File: config.mk
export PLATFORM = sky130hd
export DESIGN_NAME = conv_mac_scheduler
export DESIGN_NICKNAME = d
export VERILOG_FILES = /design/src/rtl/conv_mac_scheduler.sv
export SDC_FILE = /design/constraint.sdc
export NUM_CORES = 1
export LEC_CHECK = 0
export CAP_MARGIN = 20
export CORE_ASPECT_RATIO = 1.25
export CORE_MARGIN = 2
export CORE_UTILIZATION = 58
export CTS_CLUSTER_SIZE = 16
export DETAILED_ROUTE_END_ITERATION = 6
export PLACE_DENSITY_LB_ADDON = 0.1
export SYNTH_ARGS = -nofsm -noshare
export SYNTH_HDL_FRONTEND = slang
export SYNTH_SLANG_ARGS = --single-unit
File: constraint.sdc
create_clock -name clk -period 3.1 [get_ports clk]
set_input_delay 0.62 -clock clk [delete_from_list [all_inputs] [get_ports clk]]
set_output_delay 0.62 -clock clk [all_outputs]
set_load 0.02 [all_outputs]
File: src/rtl/conv_mac_scheduler.sv
// conv_mac_scheduler
//   Computes the full linear convolution y[n] = sum_k x[k]*h[n-k] of two stored
//   sample vectors. It drives one shared signed multiplier through a clear/launch/done
//   handshake and issues one product per multiplier run. Products are accumulated per
//   output index, and y[0..N_X+N_H-2] is streamed out with a valid strobe.
//
// Ports
//   clk, rst             clock; synchronous active-high reset
//   ld_x, ld_h           sample writes into x/h (ignored while busy, ld_x wins)
//   ld_addr, ld_data     sample index / signed sample
//   start                begin a run (accepted only when idle)
//   mul_clr, mul_sel     one-cycle clear and launch pulses to the multiplier
//   mul_q, mul_m         operands x[k], h[n-k], held from clear until the product returns
//   mul_done, mul_out    multiplier completion and signed product
//   y_valid, y_data,     one-cycle output strobe, accumulated y[n] and its index n
//   y_index
//   busy, done, err      run in progress, end-of-run pulse, sticky multiplier timeout
`timescale 1ns/1ps
module conv_mac_scheduler #(
  parameter int unsigned N_X     = 4,
  parameter int unsigned N_H     = 4,
  parameter int unsigned W       = 8,
  parameter int unsigned ACC_W   = 19,
  parameter int unsigned TIMEOUT = 64
) (
  input  logic               clk,
  input  logic               rst,
  input  logic               ld_x,
  input  logic               ld_h,
  input  logic [2:0]         ld_addr,
  input  logic [W-1:0]       ld_data,
  input  logic               start,
  output logic               mul_clr,
  output logic               mul_sel,
  output logic [W-1:0]       mul_q,
  output logic [W-1:0]       mul_m,
  input  logic               mul_done,
  input  logic [2*W-1:0]     mul_out,
  output logic               y_valid,
  output logic [ACC_W-1:0]   y_data,
  output logic [3:0]         y_index,
  output logic               busy,
  output logic               done,
  output logic               err
);

  localparam int unsigned TW = $clog2(TIMEOUT + 1);
  localparam logic [TW-1:0] TLast = TW'(TIMEOUT - 1);
  localparam logic [3:0] NLast = 4'(N_X + N_H - 2);
  localparam logic [3:0] KMax  = 4'(N_X - 1);
  localparam logic [3:0] HOff  = 4'(N_H - 1);
  localparam logic [3:0] XLen  = 4'(N_X);
  localparam logic [3:0] HLen  = 4'(N_H);

  typedef enum logic [2:0] {
    StIdle, StClr, StLaunch, StWait, StAcc, StEmit, StFin
  } state_e;

  state_e           state_q, state_d;
  logic [3:0]       n_q, n_d;
  logic [3:0]       k_q, k_d;
  logic [ACC_W-1:0] acc_q, acc_d;
  logic [2*W-1:0]   prod_q, prod_d;
  logic [TW-1:0]    tcnt_q, tcnt_d;
  logic             err_q, err_d;

  // Storage is sized for the maximum length so a 3-bit index always lands in range.
  logic [W-1:0]     x_q [8];
  logic [W-1:0]     h_q [8];

  logic [2:0]       h_idx;
  logic [3:0]       k_hi;
  logic             opnd_en;
  logic [ACC_W-1:0] prod_ext;

  // First k contributing to output n.
  function automatic logic [3:0] k_lo(input logic [3:0] n);
    return (n >= HOff) ? (n - HOff) : 4'd0;
  endfunction

  assign k_hi     = (n_q < KMax) ? n_q : KMax;
  assign h_idx    = 3'(n_q - k_q);
  assign prod_ext = {{(ACC_W - 2*W){prod_q[2*W-1]}}, prod_q};
  assign opnd_en  = (state_q == StClr) || (state_q == StLaunch) || (state_q == StWait);

  assign busy    = (state_q != StIdle) && (state_q != StFin);
  assign err     = err_q;
  assign mul_q   = opnd_en ? x_q[k_q[2:0]] : '0;
  assign mul_m   = opnd_en ? h_q[h_idx] : '0;
  assign y_data  = (state_q == StEmit) ? acc_q : '0;
  assign y_index = (state_q == StEmit) ? n_q : '0;

  // Sample register files; writes beyond the vector length are dropped.
  always_ff @(posedge clk) begin
    if (rst) begin
      for (int i = 0; i < 8; i++) begin
        x_q[i] <= '0;
        h_q[i] <= '0;
      end
    end else if (!busy) begin
      if (ld_x) begin
        if ({1'b0, ld_addr} < XLen) x_q[ld_addr] <= ld_data;
      end else if (ld_h) begin
        if ({1'b0, ld_addr} < HLen) h_q[ld_addr] <= ld_data;
      end
    end
  end

  always_ff @(posedge clk) begin
    if (rst) begin
      state_q <= StIdle;
      n_q     <= '0;
      k_q     <= '0;
      acc_q   <= '0;
      prod_q  <= '0;
      tcnt_q  <= '0;
      err_q   <= 1'b0;
    end else begin
      state_q <= state_d;
      n_q     <= n_d;
      k_q     <= k_d;
      acc_q   <= acc_d;
      prod_q  <= prod_d;
      tcnt_q  <= tcnt_d;
      err_q   <= err_d;
    end
  end

  always_comb begin
    state_d = state_q;
    n_d     = n_q;
    k_d     = k_q;
    acc_d   = acc_q;
    prod_d  = prod_q;
    tcnt_d  = tcnt_q;
    err_d   = err_q;
    mul_clr = 1'b0;
    mul_sel = 1'b0;
    y_valid = 1'b0;
    done    = 1'b0;
    unique case (state_q)
      StIdle: begin
        if (start) begin
          n_d     = '0;
          k_d     = '0;
          acc_d   = '0;
          err_d   = 1'b0;
          state_d = StClr;
        end
      end
      StClr: begin
        mul_clr = 1'b1;
        state_d = StLaunch;
      end
      StLaunch: begin
        mul_sel = 1'b1;
        tcnt_d  = '0;
        state_d = StWait;
      end
      StWait: begin
        if (mul_done) begin
          prod_d  = mul_out;
          state_d = StAcc;
        end else if (tcnt_q == TLast) begin
          // Give up on this product: flag it and keep the run moving.
          err_d   = 1'b1;
          prod_d  = '0;
          state_d = StAcc;
        end else begin
          tcnt_d = tcnt_q + 1'b1;
        end
      end
      StAcc: begin
        acc_d = acc_q + prod_ext;
        if (k_q == k_hi) begin
          state_d = StEmit;
        end else begin
          k_d     = k_q + 4'd1;
          state_d = StClr;
        end
      end
      StEmit: begin
        y_valid = 1'b1;
        if (n_q == NLast) begin
          state_d = StFin;
        end else begin
          n_d     = n_q + 4'd1;
          k_d     = k_lo(n_q + 4'd1);
          acc_d   = '0;
          state_d = StClr;
        end
      end
      StFin: begin
        done    = 1'b1;
        state_d = StIdle;
      end
      default: state_d = StIdle;
    endcase
  end

endmodule

======== Word level (Yosys, flattened, before mapping) ========
Memories as Yosys holds them, arrays and structs flattened. A register that Yosys moved wholly into a read port is not among the register bits.
Cells that the tools add are included.
operators by class
  multiply operators ...................... 0
  equality and inequality tests ........... 17
  order comparisons ....................... 3
  add/subtract/negate cells ............... 6
  bitwise logic cells ..................... 0
  shift-type cells ........................ 0
  div/mod/pow operators ................... 0
  multiplexer cells ....................... 54
  reductions and logical operators ........ 19
operators with widths
  operator                                       count
  2-to-1 mux 19 bit                              3
  one-hot mux 19 bit (3 select lines)            1
  2-to-1 mux 16 bit                              2
  2-to-1 mux 8 bit                               4
  2-to-1 mux 4 bit                               7
  2-to-1 mux 3 bit                               9
  2-to-1 mux 1 bit                               21
  adder 19 bit                                   1
  one-hot mux 3 bit (6 select lines)             1
  OR reduction 8 bit                             2
  2-to-1 mux 7 bit                               2
  one-hot mux 7 bit (2 select lines)             1
  one-hot mux 4 bit (3 select lines)             1
  inequality test 2 bit, second input constant   5
  == test 3 bit, second input constant           3
  AND reduction 3 bit                            3
  adder 4 x 1 -> 4 bit, second input constant    2
  one-hot mux 4 bit (2 select lines)             1
  AND reduction 4 bit                            2
  nonzero test 2 bit                             4
  adder 7 x 1 -> 7 bit, second input constant    1
  == test 7 x 6 -> 1 bit, second input constant  1
  == test 3 x 2 -> 1 bit, second input constant  2
  nonzero test 3 bit                             2
  other kinds (16)                               18
storage, ports and cells
  memory bits (read-only) ................. 0
  output and inout port bits .............. 45
  memories kept ........................... 2
  logic and storage cells ................. 108
  register bits ........................... 54
  input port bits ......................... 33
  latch bits .............................. 0
  RAM bits ................................ 128
memory list
  name  depth  bits a word  read ports  clocked after memory_dff  wr ports  line  RTL
  h_q   8      8            1           0                         8         69    logic [W-1:0] h_q [8];
  x_q   8      8            1           1                         8         68    logic [W-1:0] x_q [8];

======== Longest topological paths before layout ========
Gate-level depths: netlist (run 1).
  depth in word-level cells ............... 9
  mapped depth ............................ 10
  mapped depth without buffers ............ 9

======== Worst setup path before layout (run 1) ========
OpenSTA, ideal clock, no wires.
  kind .................................... register to output
  start point ............................. reg n_q[0]
  end point ............................... out mul_m[6]
  stages on the path, launching flop included .. 11
  arrival time ............................ 2.340 ns
  data required time ...................... 2.480 ns
  setup slack ............................. 0.140 ns
  buffers on the path ..................... 1
  cells stage by stage .................... dfxtp_1 buf_2 inv_1 ha_1 inv_1 fa_1 xor2_1 xnor2_2 mux4_2 mux2i_1 nor2_1
on the way
  longest elaborated chain between the ends .. 3
RTL lines
  what                     line  RTL
  start, declared          60    logic [3:0] n_q, n_d;
  start signal, assigned   120   n_q <= n_d;
  subtractor 3 bit         82    assign h_idx = 3'(n_q - k_q);
  memory read (8 x 8 bit)  n/a
  2-to-1 mux 8 bit         89    assign mul_m = opnd_en ? h_q[h_idx] : '0;
  end, declared            36    output logic [W-1:0] mul_m,
Every way passes these cells.

======== Worst setup path in the final report (run 1) ========
Same ends and word-level chain as after synthesis.

==> impl_results.rst, run 1 <==
.. list-table::
   :header-rows: 1

   * - Metric
     - Value
   * - Outcome
     - finished, violations left
   * - Violated checks
     - setup timing
   * - Total Routing Usage GR
     - between 20% and 30%
   * - First-pass GRT wire length
     - around 32 mm
   * - Logic depth of the worst register-to-register path
     - 11
   * - NetSw
     - 0.00121 W
   * - Crit-path cells
     - inv_2, ha_4, inv_2, fa_2, xor2_2, xnor2_2, mux4_2, mux2i_1, nor2_1, buf_4
   * - Number of vias per cell
     - 5.62
   * - Top-level I/O count
     - 78
   * - Detailed-route wire length
     - 19.8 mm
   * - Share of the synthesized area in the top cell type
     - 42.4%
   * - Sink count of the clock tree
     - 185
   * - Fmax achieved
     - 0.318 GHz
   * - Critical Path Sink Type
     - output port
   * - Maximum VDD drop
     - 0.000279 V
   * - Worst setup skew after layout
     - 7.59 ps
   * - Antenna viol nets, final
     - 0
   * - Antenna cell count
     - 0
   * - Placer congestion estimate
     - 0.861
   * - Clock tree from TritonCTS
     - done
   * - Total CTS buffers
     - 17
   * - Leading cell types in the layout, fill and taps excluded
     - 128 x edfxtp_1, 81 x nor2_1, 71 x and2_1, 68 x clkdlybuf4s50_1, 64 x conb_1
   * - Internal power
     - 0.00420 W
   * - Clock group share of total power
     - between 40% and 50%
   * - Worst-margin pin slew
     - about 970 ps
   * - Synth cell types
     - 64
   * - Worst Path Class, Setup
     - reg -> out
   * - Combinational family with the most area after synthesis
     - simple AND/OR/NAND/NOR gates
   * - Worst setup slack for register-to-register paths
     - 390 ps
   * - Synth warnings
     - 0
   * - Number of register bits inferred by synthesis
     - 185
   * - Full die area
     - 0.0166 sq mm
   * - Worst setup SP type
     - register
   * - Sequential Power Share
     - 51.8%
   * - Seq/Total Area, Yosys
     - 55.0%
   * - Non-filler instance count after layout
     - between 1000 and 1500
   * - Critical Path Source
     - n_q[0]
   * - Clock latency of the later-clocked register in the worst-skew pair
     - 440 ps
   * - Most common cell after layout, fill and taps aside
     - edfxtp_1
   * - Switch share
     - 22.3%
   * - Final setup slack of the worst path
     - -45.9 ps
   * - Ys async rst share
     - 0%
   * - Via count of the first global-routing pass
     - 6336
   * - HPWL after detailed placement
     - ~14 mm
   * - Post-synth top area cell
     - edfxtp_1
   * - Die span in x
     - 116 um
   * - Setup repair after global routing missed its margin
     - true
   * - Clk buf depth
     - 2
   * - Most area-consuming cells after synthesis
     - edfxtp_1 42%, dfxtp_1 13%, mux4_2 8.0%, and2_1 4.9%, nor2_1 3.4%
   * - Min cycle time layout
     - 3150 ps
   * - Dominant cell type by count on the critical path
     - inv_2
   * - Max-slew headroom at the worst pin
     - 35.3%
   * - # placed instances
     - 1082
   * - Area of the mapped netlist
     - 0.00906 sq mm
   * - Worst-path fanout max
     - 4
   * - Vias
     - 6283
   * - Simple-gate area share of the yosys netlist
     - 16.9%
   * - Fill count
     - 1118
   * - Longest individual stage delay on the worst path
     - 350 ps
   * - Portion of netlist area occupied by mux cells
     - 9.95%
   * - Final worst path period share
     - 101%
   * - RR Endpoint
     - acc_q[16]
   * - Share of synthesized cell area in full adder, half adder and majority cells
     - 3.76%
   * - # Max-Cap Violations
     - 0
   * - End of the critical path
     - mul_m[6]
   * - Leakage power of the design
     - 4.19 nW
   * - Mean instance size in the synthesized netlist
     - 12.1 sq um
   * - Detailed-route wire length per cell
     - 17.7 um
   * - Most used DFF post-synth
     - edfxtp_1
   * - Antenna violations before repair
     - 0
   * - Core Box Area
     - 0.0154 sq mm
   * - Post-synth EDFFs
     - 128
   * - Endpoint required time on the critical path
     - 2480 ps
   * - Number of setup violations in the final report
     - 1
   * - Post-synthesis to final-layout area growth
     - 21.2%
   * - Highest-delay cell along the critical path
     - mux4_2
   * - Worst r2r src
     - n_q[0]
   * - Height of the die
     - 144 um
   * - Logic gate share of total power
     - 8.1%
   * - Placement Setup Slack
     - -29.2 ps
   * - Post-Syn Instances
     - 751
   * - Initial detailed-routing violation count
     - 432
   * - Fraction of layout instances using a drive strength above 1
     - between 10 and 15%
   * - Final count of hold timing violations
     - 0
   * - Row count
     - 51
   * - Global-route congestion overflow total
     - 0
   * - Count of H-tree levels built during CTS
     - 4
   * - Power per unit of standard cell area
     - 493 mW/mm^2
   * - Fraction of synthesized cell area in xor and xnor cells
     - roughly 2.5%
   * - Number of optimization iterations in the first detailed-route pass
     - 5
   * - Area fraction in compound gates after synthesis
     - 9.19%
   * - Reg clk slew, reported paths
     - ~70 ps
   * - Arrival time of data at the critical path endpoint
     - roughly 2500 ps
   * - Hold Path Class
     - reg -> reg
   * - Max-slew violation count
     - 0
   * - Number of nets in the layout
     - between 900 and 1000
   * - Root Buffer Master
     - clkbuf_16
   * - # port buffers
     - 77
   * - Number of remaining DRC errors
     - 0
   * - Initial Util
     - 58.6%
   * - Largest net degree at the start of global routing
     - 90
   * - Accumulated negative setup slack
     - -45.9 ps
power by group through the flow:
stage	registers (W)	logic, W	clock network, W
after detailed placement	0.00285	0.000442	0
after global routing	0.00281	0.000475	0.00228
after global placement	0.00284	0.000432	0
after floorplan	0.00283	0.000277	0
after CTS	0.00280	0.000437	0.00220
final	0.00280	0.000438	0.00217
what timing repair did:
action                     4_1_cts  5_1_grt
buffers inserted                 3        3
setup endpoints to repair        9       17
gates resized for setup         43        3
pin swaps                        4        4
hold buffers                     0        0
critical path, delay by kind of cell, from the launching register on:
| family | cells | cell delay (ps) |
|---|---|---|
| and+or+nand+nor | 1 | 70 |
| muxes | 2 | 540 |
| buffers and inverters | 3 | 270 |
| adders and majority gates | 2 | 460 |
| DFF | 1 | 330 |
| xor gates and xnor gates | 2 | 420 |
synthesized netlist by cell type (all sizes together) (21+ instances only):
| cell | instances |
|---|---|
| nand2 | 34 |
| and2 | 72 |
| mux4 | 32 |
| clkbuf | 34 |
| ha | 24 |
| and3 | 25 |
| nor2 | 81 |
| a22oi | 23 |
| o21ai | 21 |
| edfxtp | 128 |
| a21oi | 26 |
| dfxtp | 57 |
logic make-up after synthesis:
kind of cell / after synthesis
flip-flops: 185
XOR/XNOR: 25
other: 1
AO/OA/AOI/OAI: 120
AND/OR/NAND/NOR: 286
adder cells (fa/ha/maj): 26
multiplexers: 50
buffers and inverters: 58
state kept, by name (all words and copies together) (netlist names), named ones only:
register  flops
x_q          64
n_q           4
state_q       3
tcnt_q        7
prod_q       16
acc_q        19
k_q           4
h_q          64
err           1
cell type report:
cell class,count,area (sq um),area share [%]
Clock buffer,19,433,3.94
Clock inverter,12,149,1.36
Inverter,11,41.3,0.376
Multi-Input combinational cell,571,4090,37.3
Sequential cell,185,4990,45.4
Tap cell,212,265,2.42
Timing Repair Buffer,107,1010,9.20
worst min path at each step:
stage                     startpoint   endpoint  depth (start not counted)
final                      acc_q[14]  acc_q[14]                          2
after detailed placement   acc_q[14]  acc_q[14]                          2
after global routing       prod_q[5]  prod_q[5]                          2
after floorplan            acc_q[10]  acc_q[10]                          2
after global placement     acc_q[14]  acc_q[14]                          2
after CTS                  acc_q[14]  acc_q[14]                          2
layer usage:
| layer | track usage [%] | up-vias | wire (um) |
|---|---|---|---|
| li1 | - | 3004 | - |
| met1 | 28.6 | 3075 | 7770 |
| met2 | 46.2 | 172 | 10700 |
| met3 | 5.02 | 32 | 952 |
| met4 | 8.46 | 0 | 312 |
| met5 | 0 | - | 0 |
stage by stage:
| stage | hold WS [ps] | util (%) | total power [W] | area (sq um) |
|---|---|---|---|---|
| floorplan | 445 | - | 0.00310 | 9290 |
| global placement | 465 | 67.1 | 0.00328 | 10400 |
| detailed placement | 479 | 67.1 | 0.00329 | 10400 |
| CTS | 493 | 70.9 | 0.00544 | 11000 |
| global route | 521 | 71.1 | 0.00557 | 11000 |
| finish | 487 | 71.1 | 0.00541 | 11000 |
Note: power is estimated with default switching activity, not from simulation.
==> run 2, diff against run 1 <==
--- a/config.mk
+++ b/config.mk
@@ -5,13 +5,14 @@
 export SDC_FILE = /design/constraint.sdc
 export NUM_CORES = 1
 export LEC_CHECK = 0
-export CAP_MARGIN = 20
+export CAP_MARGIN = 30
 export CORE_ASPECT_RATIO = 1.25
 export CORE_MARGIN = 2
 export CORE_UTILIZATION = 58
 export CTS_CLUSTER_SIZE = 16
 export DETAILED_ROUTE_END_ITERATION = 6
 export PLACE_DENSITY_LB_ADDON = 0.1
+export SETUP_SLACK_MARGIN = 0.3
 export SYNTH_ARGS = -nofsm -noshare
 export SYNTH_HDL_FRONTEND = slang
 export SYNTH_SLANG_ARGS = --single-unit
==> run 2 against run 1 <==
Effect of this change: via count is 0.27% lower; global-route usage is 0.11 points higher; sequential share of layout area is 0.55 points lower; clock power is 5% lower; the flow still finishes with violations (setup timing); utilization is 0.88 points higher; largest power group unchanged; sequential power hardly changed.
==> impl_results.rst, run 2 (synthesized netlist as in run 1, its figures left out) <==
.. list-table::
   :header-rows: 1

   * - Metric
     - Value
   * - Fraction of layout instances using a drive strength above 1
     - 15.1% (+1.4 points)
   * - Top-level I/O count
     - 78 (unchanged)
   * - Height of the die
     - 144 um (unchanged)
   * - Number of remaining DRC errors
     - 0 (unchanged)
   * - Buf+Inv Stages, Crit Path
     - 3 (unchanged)
   * - Final setup slack of the worst path
     - -49.0 ps (-3.12 ps)
   * - Met1 capacity usage during global routing
     - 29.8% (+1.1 points)
   * - Worst-margin pin slew
     - 697 ps (-273 ps)
   * - Max-slew headroom at the worst pin
     - 53.6% (+18 points)
   * - Maximum VDD drop
     - 0.000279 V (about the same)
   * - Reg clk slew, reported paths
     - 70 ps (about the same)
   * - Via count of the first global-routing pass
     - 6475 (+2.2%)
   * - Final instance area
     - 0.0111 sq mm (+1.2%)
   * - Clock latency of the later-clocked register in the worst-skew pair
     - 430 ps (about the same)
   * - Highest-delay cell along the critical path
     - fa_2
   * - Post-layout total power
     - 0.00531 W (-1.8%)
   * - # placed instances
     - 1083 (+0.092%)
   * - Antenna cell count
     - 0 (unchanged)
   * - Leakage power of the design
     - 4.56 nW (+8.7%)
   * - Clk buf depth
     - 2 (unchanged)
   * - Most common cell after layout, fill and taps aside
     - edfxtp_1
   * - Die span in x
     - 116 um (unchanged)
   * - Number of vias per cell
     - 5.58 (-0.80%)
   * - # Max-Cap Violations
     - 0 (unchanged)
   * - Placement Setup Slack
     - -43.5 ps (-14.3 ps)
   * - Max-slew violation count
     - 0 (unchanged)
   * - Dominant delay contributor by cell family on the critical path
     - multiplexers
   * - Utilization after layout
     - 72.0% (+0.88 points)
   * - Post-DP Area
     - 0.0104 sq mm (+0.28%)
   * - Clock tree from TritonCTS
     - done
   * - Worst setup skew after layout
     - 9.89 ps (+2.30 ps)
   * - Endpoint required time on the critical path
     - 2480 ps (about the same)
   * - Total Routing Usage GR
     - 25.1% (+0.11 points)
   * - Worst setup SP type
     - register
   * - Longest individual stage delay on the worst path
     - 370 ps (+20 ps)
   * - Placer congestion estimate
     - 0.887 (+3.0%)
   * - Crit-path cells
     - inv_2, ha_4, inv_2, fa_2, xor2_4, xnor2_4, mux4_2, mux2i_2, nor2_2, buf_6
   * - Outcome
     - finished, violations left
   * - Final worst path period share
     - 102% (about the same)
   * - Number of setup violations in the final report
     - 5 (+4)
   * - GR Util met3
     - 4.64% (-0.38 points)
   * - Fmax achieved
     - 0.318 GHz (about the same)
   * - HPWL after detailed placement
     - 13.6 mm (+0.77%)
   * - Antenna violations before repair
     - 0 (unchanged)
   * - Final count of hold timing violations
     - 0 (unchanged)
   * - Largest net degree at the start of global routing
     - 62 (-31%)
   * - Full die area
     - 0.0166 sq mm (unchanged)
   * - Antenna viol nets, final
     - 0 (unchanged)
   * - Fill count
     - 1119 (+0.089%)
   * - Worst Path Class, Setup
     - reg -> out
   * - Largest registers
     - h_q x64, x_q x64, acc_q x19
   * - Setup repair after global routing missed its margin
     - true
   * - CTS Hold Buffers Added
     - 0 (unchanged)
   * - Hold Path Class
     - reg -> reg
   * - Global-route congestion overflow total
     - 0 (unchanged)
   * - Detailed-route wire length
     - 20.0 mm (+1.3%)
   * - Root Buffer Master
     - clkbuf_16
   * - Detailed-route wire length per cell
     - 17.8 um (+0.80%)
   * - Initial Util
     - 58.6% (unchanged)
   * - Min cycle time layout
     - 3150 ps (+3.12 ps)
   * - Initial detailed-routing violation count
     - 380 (-12%)
   * - Post-synthesis to final-layout area growth
     - 22.7%
   * - Power per unit of standard cell area
     - 478 mW/mm^2 (-3.0%)
   * - # port buffers
     - 77 (unchanged)
   * - Critical Path Sink Type
     - output port
   * - First-pass GRT wire length
     - 31.9 mm (+0.99%)
   * - Non-filler instance count after layout
     - 1123 (+0.54%)
   * - Count of H-tree levels built during CTS
     - 4 (unchanged)
   * - Vias
     - 6266 (-0.27%)
   * - Busiest metal layer after global routing
     - met2
   * - Row count
     - 51 (unchanged)
   * - Sink count of the clock tree
     - 185 (unchanged)
   * - Number of optimization iterations in the first detailed-route pass
     - 5 (unchanged)
   * - Met2 usage in global routing
     - 45.6% (-0.58 points)
   * - Core Box Area
     - 0.0154 sq mm (unchanged)
   * - Violated checks
     - setup timing
   * - Number of nets in the layout
     - 957 (+0.53%)
   * - Worst-path fanout max
     - 4 (unchanged)
   * - Dominant cell type by count on the critical path
     - inv_2
   * - Arrival time of data at the critical path endpoint
     - 2530 ps (about the same)
   * - Leading cell types in the layout, fill and taps excluded
     - 128 x edfxtp_1, 80 x nor2_1, 71 x and2_1, 64 x conb_1, 54 x dfxtp_1
   * - Total CTS buffers
     - 17 (unchanged)
-- run 2: tightest hold or removal path, stage by stage (launching register included) --
cell and delay, ps:
dfxtp_1 320, nand2_1 50, o21ai_0 60
-- run 2: worst paths after layout --
| path | endpoint | cells past startpoint | startpoint | slack [ps] |
|---|---|---|---|---|
| max reg2reg | acc_q[18] | 8 | acc_q[0] | 450 |
| min | acc_q[14] | 2 | acc_q[14] | 470 |
| max | mul_m[6] | 10 | n_q[0] | -50 |
| min reg2reg | acc_q[14] | 2 | acc_q[14] | 470 |
-- run 2: timing repair --
item / CTS / global route
setup buffers: 3 / 2
setup endpoints to repair: 41 / 38
resized for setup: 76 / 17
pin swaps: 4 / 2
gates cloned: 2 / 1
-- run 2: final cells by class --
| class | instances | area [sq um] | area share, % |
|---|---|---|---|
| well taps | 212 | 265 | 2.39 |
| clock inverters | 14 | 120 | 1.08 |
| multi-input cells | 571 | 4130 | 37.2 |
| inverters | 11 | 41.3 | 0.372 |
| flip-flops and latches | 185 | 4990 | 44.9 |
| repair buffers | 112 | 1130 | 10.2 |
| clock buffers | 18 | 439 | 3.95 |
-- run 2: stage by stage --
| step | hold WS, ps | TNS [ps] |
|---|---|---|
| final | 475 | -75.5 |
| after global routing | 517 | -795 |
| after floorplan | 445 | 0 |
| after CTS | 480 | -29.2 |
| after detailed placement | 469 | -43.5 |
| after global placement | 463 | -20.5 |
-- run 2: report_power, final --
part	internal (W)	switching (W)	leakage [nW]	total, W
sequential	0.00275	0.0000360	1.75	0.00279
combinational	0.000183	0.000270	2.53	0.000453
clock	0.00113	0.000935	0.276	0.00207
-- run 2: per-layer routing --
| metal | share of wire [%] | up-vias |
|---|---|---|
| met4 | 2.0 | 0 |
| li1 | - | 3010 |
| met1 | 40 | 3032 |
| met5 | 0 | - |
| met2 | 53 | 188 |
| met3 | 4.6 | 36 |
==> run 3, diff against run 2 <==
--- a/config.mk
+++ b/config.mk
@@ -5,10 +5,11 @@
 export SDC_FILE = /design/constraint.sdc
 export NUM_CORES = 1
 export LEC_CHECK = 0
+export ABC_AREA = 1
 export CAP_MARGIN = 30
 export CORE_ASPECT_RATIO = 1.25
 export CORE_MARGIN = 2
-export CORE_UTILIZATION = 58
+export CORE_UTILIZATION = 53
 export CTS_CLUSTER_SIZE = 16
 export DETAILED_ROUTE_END_ITERATION = 6
 export PLACE_DENSITY_LB_ADDON = 0.1
@@ -16,3 +17,4 @@
 export SYNTH_ARGS = -nofsm -noshare
 export SYNTH_HDL_FRONTEND = slang
 export SYNTH_SLANG_ARGS = --single-unit
+export TNS_END_PERCENT = 10
==> constraint.sdc (replaced) <==
create_clock -name clk -period 2.85 [get_ports clk]
set_input_delay 0.57 -clock clk [delete_from_list [all_inputs] [get_ports clk]]
set_output_delay 0.57 -clock clk [all_outputs]
set_load 0.02 [all_outputs]
==> run 3 against run 2 <==
Effect of this change: the flow still finishes with violations (setup timing); global-route usage down 1.0 points; register-to-register slack gained 250 ps; highest routed layer unchanged; first-iteration DRC count rose by 44%; combinational power grew 97%; utilization down 4.5 points; sequential share of layout area decreased by 1.1 points; setup slack lost 190 ps.
==> impl_results.rst, run 3 <==
.. list-table::
   :header-rows: 1

   * - Metric
     - Value
   * - Outcome
     - finished, violations left
   * - Violated checks
     - setup timing
   * - Non-filler instance count after layout
     - 1426 (+27%)
   * - Post-DP Area
     - 0.0108 sq mm (+3.5%)
   * - Most common cell after layout, fill and taps aside
     - nor2_1
   * - Endpoint required time on the critical path
     - 2280 ps (-200 ps)
   * - Clk buf depth
     - 2 (unchanged)
   * - Most common library cells after synthesis
     - 211 x nor2_1, 165 x nand2_1, 128 x edfxtp_1
   * - Depth of the worst hold-timing path
     - 2 (unchanged)
   * - Most numerous cell in the Yosys netlist
     - nor2_1
   * - Row count
     - 53 (+3.9%)
   * - Simple-gate area share of the yosys netlist
     - 22.5% (+5.6 points)
   * - Mean instance size in the synthesized netlist
     - 8.89 sq um (-26%)
   * - Fraction of layout instances using a drive strength above 1
     - 14.0% (-1.1 points)
   * - Hold Path Class
     - reg -> reg
   * - Ys async rst share
     - 0% (unchanged)
   * - Launch instance of the worst min-delay path
     - tcnt_q[4]
   * - Number of setup violations in the final report
     - 8 (+3)
   * - RR Endpoint
     - acc_q[6]
   * - Detailed-route wire length per cell
     - 15.0 um (-16%)
   * - Vias
     - 7430 (+19%)
   * - Portion of netlist area occupied by mux cells
     - 0% (-9.9 points)
   * - Critical Path Sink Type
     - output port
   * - Fill count
     - 1404 (+25%)
   * - Final instance area
     - 0.0114 sq mm (+2.6%)
   * - Initial Util
     - 54.3% (-4.3 points)
   * - Clock latency of the later-clocked register in the worst-skew pair
     - 420 ps (about the same)
   * - Total CTS buffers
     - 17 (unchanged)
   * - # Max-Cap Violations
     - 0 (unchanged)
   * - Worst Hold End
     - tcnt_q[4]
   * - Largest net degree at the start of global routing
     - 82 (+32%)
   * - Crit-path cells
     - inv_4, ha_4, inv_2, fa_2, buf_6, o21ai_1, o22ai_1, nor2_1, a311oi_2, buf_4
   * - Post-Syn Instances
     - 1034 (+38%)
   * - Worst r2r src
     - acc_q[0]
   * - Dominant delay contributor by cell family on the critical path
     - adder cells
   * - Final setup slack of the worst path
     - -235 ps (-186 ps)
   * - Utilization after layout
     - 67.4% (-4.5 points)
   * - Leakage power of the design
     - 4.85 nW (+6.5%)
   * - Clock tree from TritonCTS
     - done
   * - Post-synth EDFFs
     - 128 (unchanged)
   * - Area of the mapped netlist
     - 0.00919 sq mm (+1.5%)
   * - Share of synthesized cell area in full adder, half adder and majority cells
     - 3.70% (-0.055 points)
   * - Setup repair after global routing missed its margin
     - true
   * - Die span in x
     - 122 um (+5.2%)
   * - Number of register bits inferred by synthesis
     - 185 (unchanged)
   * - Hold slack final
     - 459 ps (-15.5 ps)
   * - Most area-consuming cells after synthesis
     - edfxtp_1 42%, dfxtp_1 12%, nor2_1 8.6%, nand2_1 6.7%, o21ai_0 4.6%
   * - # port buffers
     - 77 (unchanged)
   * - Fraction of synthesized cell area in xor and xnor cells
     - 0.939% (-1.6 points)
   * - Placer congestion estimate
     - 0.898 (+1.3%)
   * - Final count of hold timing violations
     - 0 (unchanged)
   * - Antenna cell count
     - 0 (unchanged)
   * - Highest-delay cell along the critical path
     - fa_2
   * - Antenna violations before repair
     - 0 (unchanged)
   * - Full die area
     - 0.0184 sq mm (+11%)
   * - Final worst path period share
     - 108%
   * - Min cycle time layout
     - 3090 ps
   * - Worst setup slack for register-to-register paths
     - 700 ps (+250 ps)
   * - Leading cell types in the layout, fill and taps excluded
     - 209 x nor2_1, 165 x nand2_1, 128 x edfxtp_1, 82 x inv_1, 78 x o21ai_0
   * - Detailed-route wire length
     - 21.4 mm (+6.9%)
   * - Top-level I/O count
     - 78 (unchanged)
   * - Height of the die
     - 151 um (+5.2%)
   * - Via count of the first global-routing pass
     - 7368 (+14%)
   * - Number of vias per cell
     - 5.21 (-6.6%)
   * - Post-synth top area cell
     - edfxtp_1
   * - Most used DFF post-synth
     - edfxtp_1
   * - Global-route congestion overflow total
     - 0 (unchanged)
   * - Longest individual stage delay on the worst path
     - 700 ps (+330 ps)
   * - Maximum VDD drop
     - 0.000328 V (+17%)
   * - Share of the synthesized area in the top cell type
     - 41.8% (-0.62 points)
   * - Storage element area
     - 0.00499 sq mm (about the same)
   * - Sink count of the clock tree
     - 185 (unchanged)
   * - Power per unit of standard cell area
     - 574 mW/mm^2 (+20%)
   * - Total Routing Usage GR
     - 24.1% (-1.0 points)
   * - Total area of multi-input combinational cells
     - 0.00400 sq mm (-3.2%)
   * - Max-slew violation count
     - 0 (unchanged)
   * - Worst setup skew after layout
     - 9.08 ps (-0.813 ps)
   * - Synth warnings
     - 0 (unchanged)
   * - First-pass GRT wire length
     - 34.4 mm (+7.9%)
   * - Reg clk slew, reported paths
     - 70 ps (about the same)
   * - Logic depth of the worst register-to-register path
     - 11 (+3)
   * - Worst setup SP type
     - register
   * - Antenna viol nets, final
     - 0 (unchanged)
   * - Worst-path fanout max
     - 7 (+3)
   * - Fmax achieved
     - 0.324 GHz
   * - Seq/Total Area, Yosys
     - 54.2% (-0.80 points)
   * - # placed instances
     - 1394 (+29%)
   * - Buf+Inv Stages, Crit Path
     - 4 (+1)
   * - Number of optimization iterations in the first detailed-route pass
     - 5 (unchanged)
   * - Synth cell types
     - 43 (-33%)
   * - Number of nets in the layout
     - 1253 (+31%)
   * - Post-synthesis to final-layout area growth
     - 24.0%
   * - HPWL after detailed placement
     - 15.5 mm (+13%)
   * - Worst Path Class, Setup
     - reg -> out
   * - Area fraction in compound gates after synthesis
     - 12.7% (+3.5 points)
   * - Arrival time of data at the critical path endpoint
     - 2520 ps (about the same)
   * - Root Buffer Master
     - clkbuf_16
   * - Initial detailed-routing violation count
     - 548 (+44%)
   * - Combinational family with the most area after synthesis
     - simple AND/OR/NAND/NOR gates
   * - CTS Hold Buffers Added
     - 0 (unchanged)
   * - Number of remaining DRC errors
     - 0 (unchanged)
   * - Count of H-tree levels built during CTS
     - 4 (unchanged)
   * - Core Box Area
     - 0.0169 sq mm (+9.5%)
   * - Accumulated negative setup slack
     - -1760 ps (-1690 ps)
   * - Largest registers
     - h_q x64, x_q x64, acc_q x19
## run 3: changes by cell type in the layout (fill, tap and decap cells not counted), sizes merged, moves of 9 or more
cell   before  now
nand2      34  175
nor2       81  219
inv        15   97
and2       72    0
o21ai      21   88
a21oi      26   70
nand3      14   51
mux4       32    0
and3       25    0
a22oi      23    0
mux2i      18    0
buf        43   58
o221a       1   16
nor3       10   19
## run 3: metal layers
| layer | vias to the layer above | part of all wire (%) | track usage, % |
|---|---|---|---|
| met5 | - | 0 | 0 |
| li1 | 3759 | - | - |
| met3 | 35 | 4.4 | 3.95 |
| met1 | 3459 | 40 | 26.7 |
| met2 | 177 | 54 | 45.9 |
| met4 | 0 | 2.3 | 8.74 |
## run 3: cells by family after synthesis
| family | Yosys count |
|---|---|
| AOI/OAI and AO/OA | 198 |
| xor gates and xnor gates | 9 |
| adders and majority gates | 26 |
| buffers and inverters | 137 |
| DFF | 185 |
| other | 1 |
| and+or+nand+nor | 478 |
## run 3: worst max-delay path by stage
stage / startpoint / endpoint / slack (ps) / cells after the start
after CTS: n_q[0] / mul_m[3] / -250 / 10
after detailed placement: n_q[0] / mul_m[2] / -300 / 10
after global routing: n_q[0] / mul_m[3] / -370 / 10
final: n_q[0] / mul_m[0] / -240 / 10
after floorplan: n_q[0] / mul_m[5] / 250 / 9
after global placement: n_q[0] / mul_m[2] / -240 / 10
## run 3: power breakdown
group | internal, W | switching [W] | leakage (nW) | total, W
Sequential | 0.00301 | 0.0000640 | 1.75 | 0.00308
Clock | 0.00156 | 0.00101 | 0.310 | 0.00258
Combinational | 0.000308 | 0.000586 | 2.79 | 0.000894
## run 3: worst min-delay path, cell delays in order (launching register included)
cell and delay, ps:
dfxtp_1 310, inv_1 50, a21oi_1 50
## run 3: area by class of cell
cell class,count,area share (%)
clock inverters,14,1.93
inverters,94,3.20
multi-input cells,775,35.0
flip-flops and latches,185,43.8
clock buffers,17,3.73
well taps,220,2.41
repair buffers,121,9.88
## run 3: timing repair
action	4_1_cts	5_1_grt
endpoints found under the setup margin	42	21
pin swaps	6	9
gates resized for setup	83	33
gates cloned	0	0
buffers inserted	0	1
## run 3: through the flow
| stage | worst slack, ps | total power [W] |
|---|---|---|
| 2_1_floorplan | 246 | 0.00370 |
| 3_5_place_dp | -296 | 0.00405 |
| 6_report | -235 | 0.00655 |
| 3_3_place_gp | -239 | 0.00404 |
| 5_1_grt | -374 | 0.00678 |
| 4_1_cts | -250 | 0.00660 |
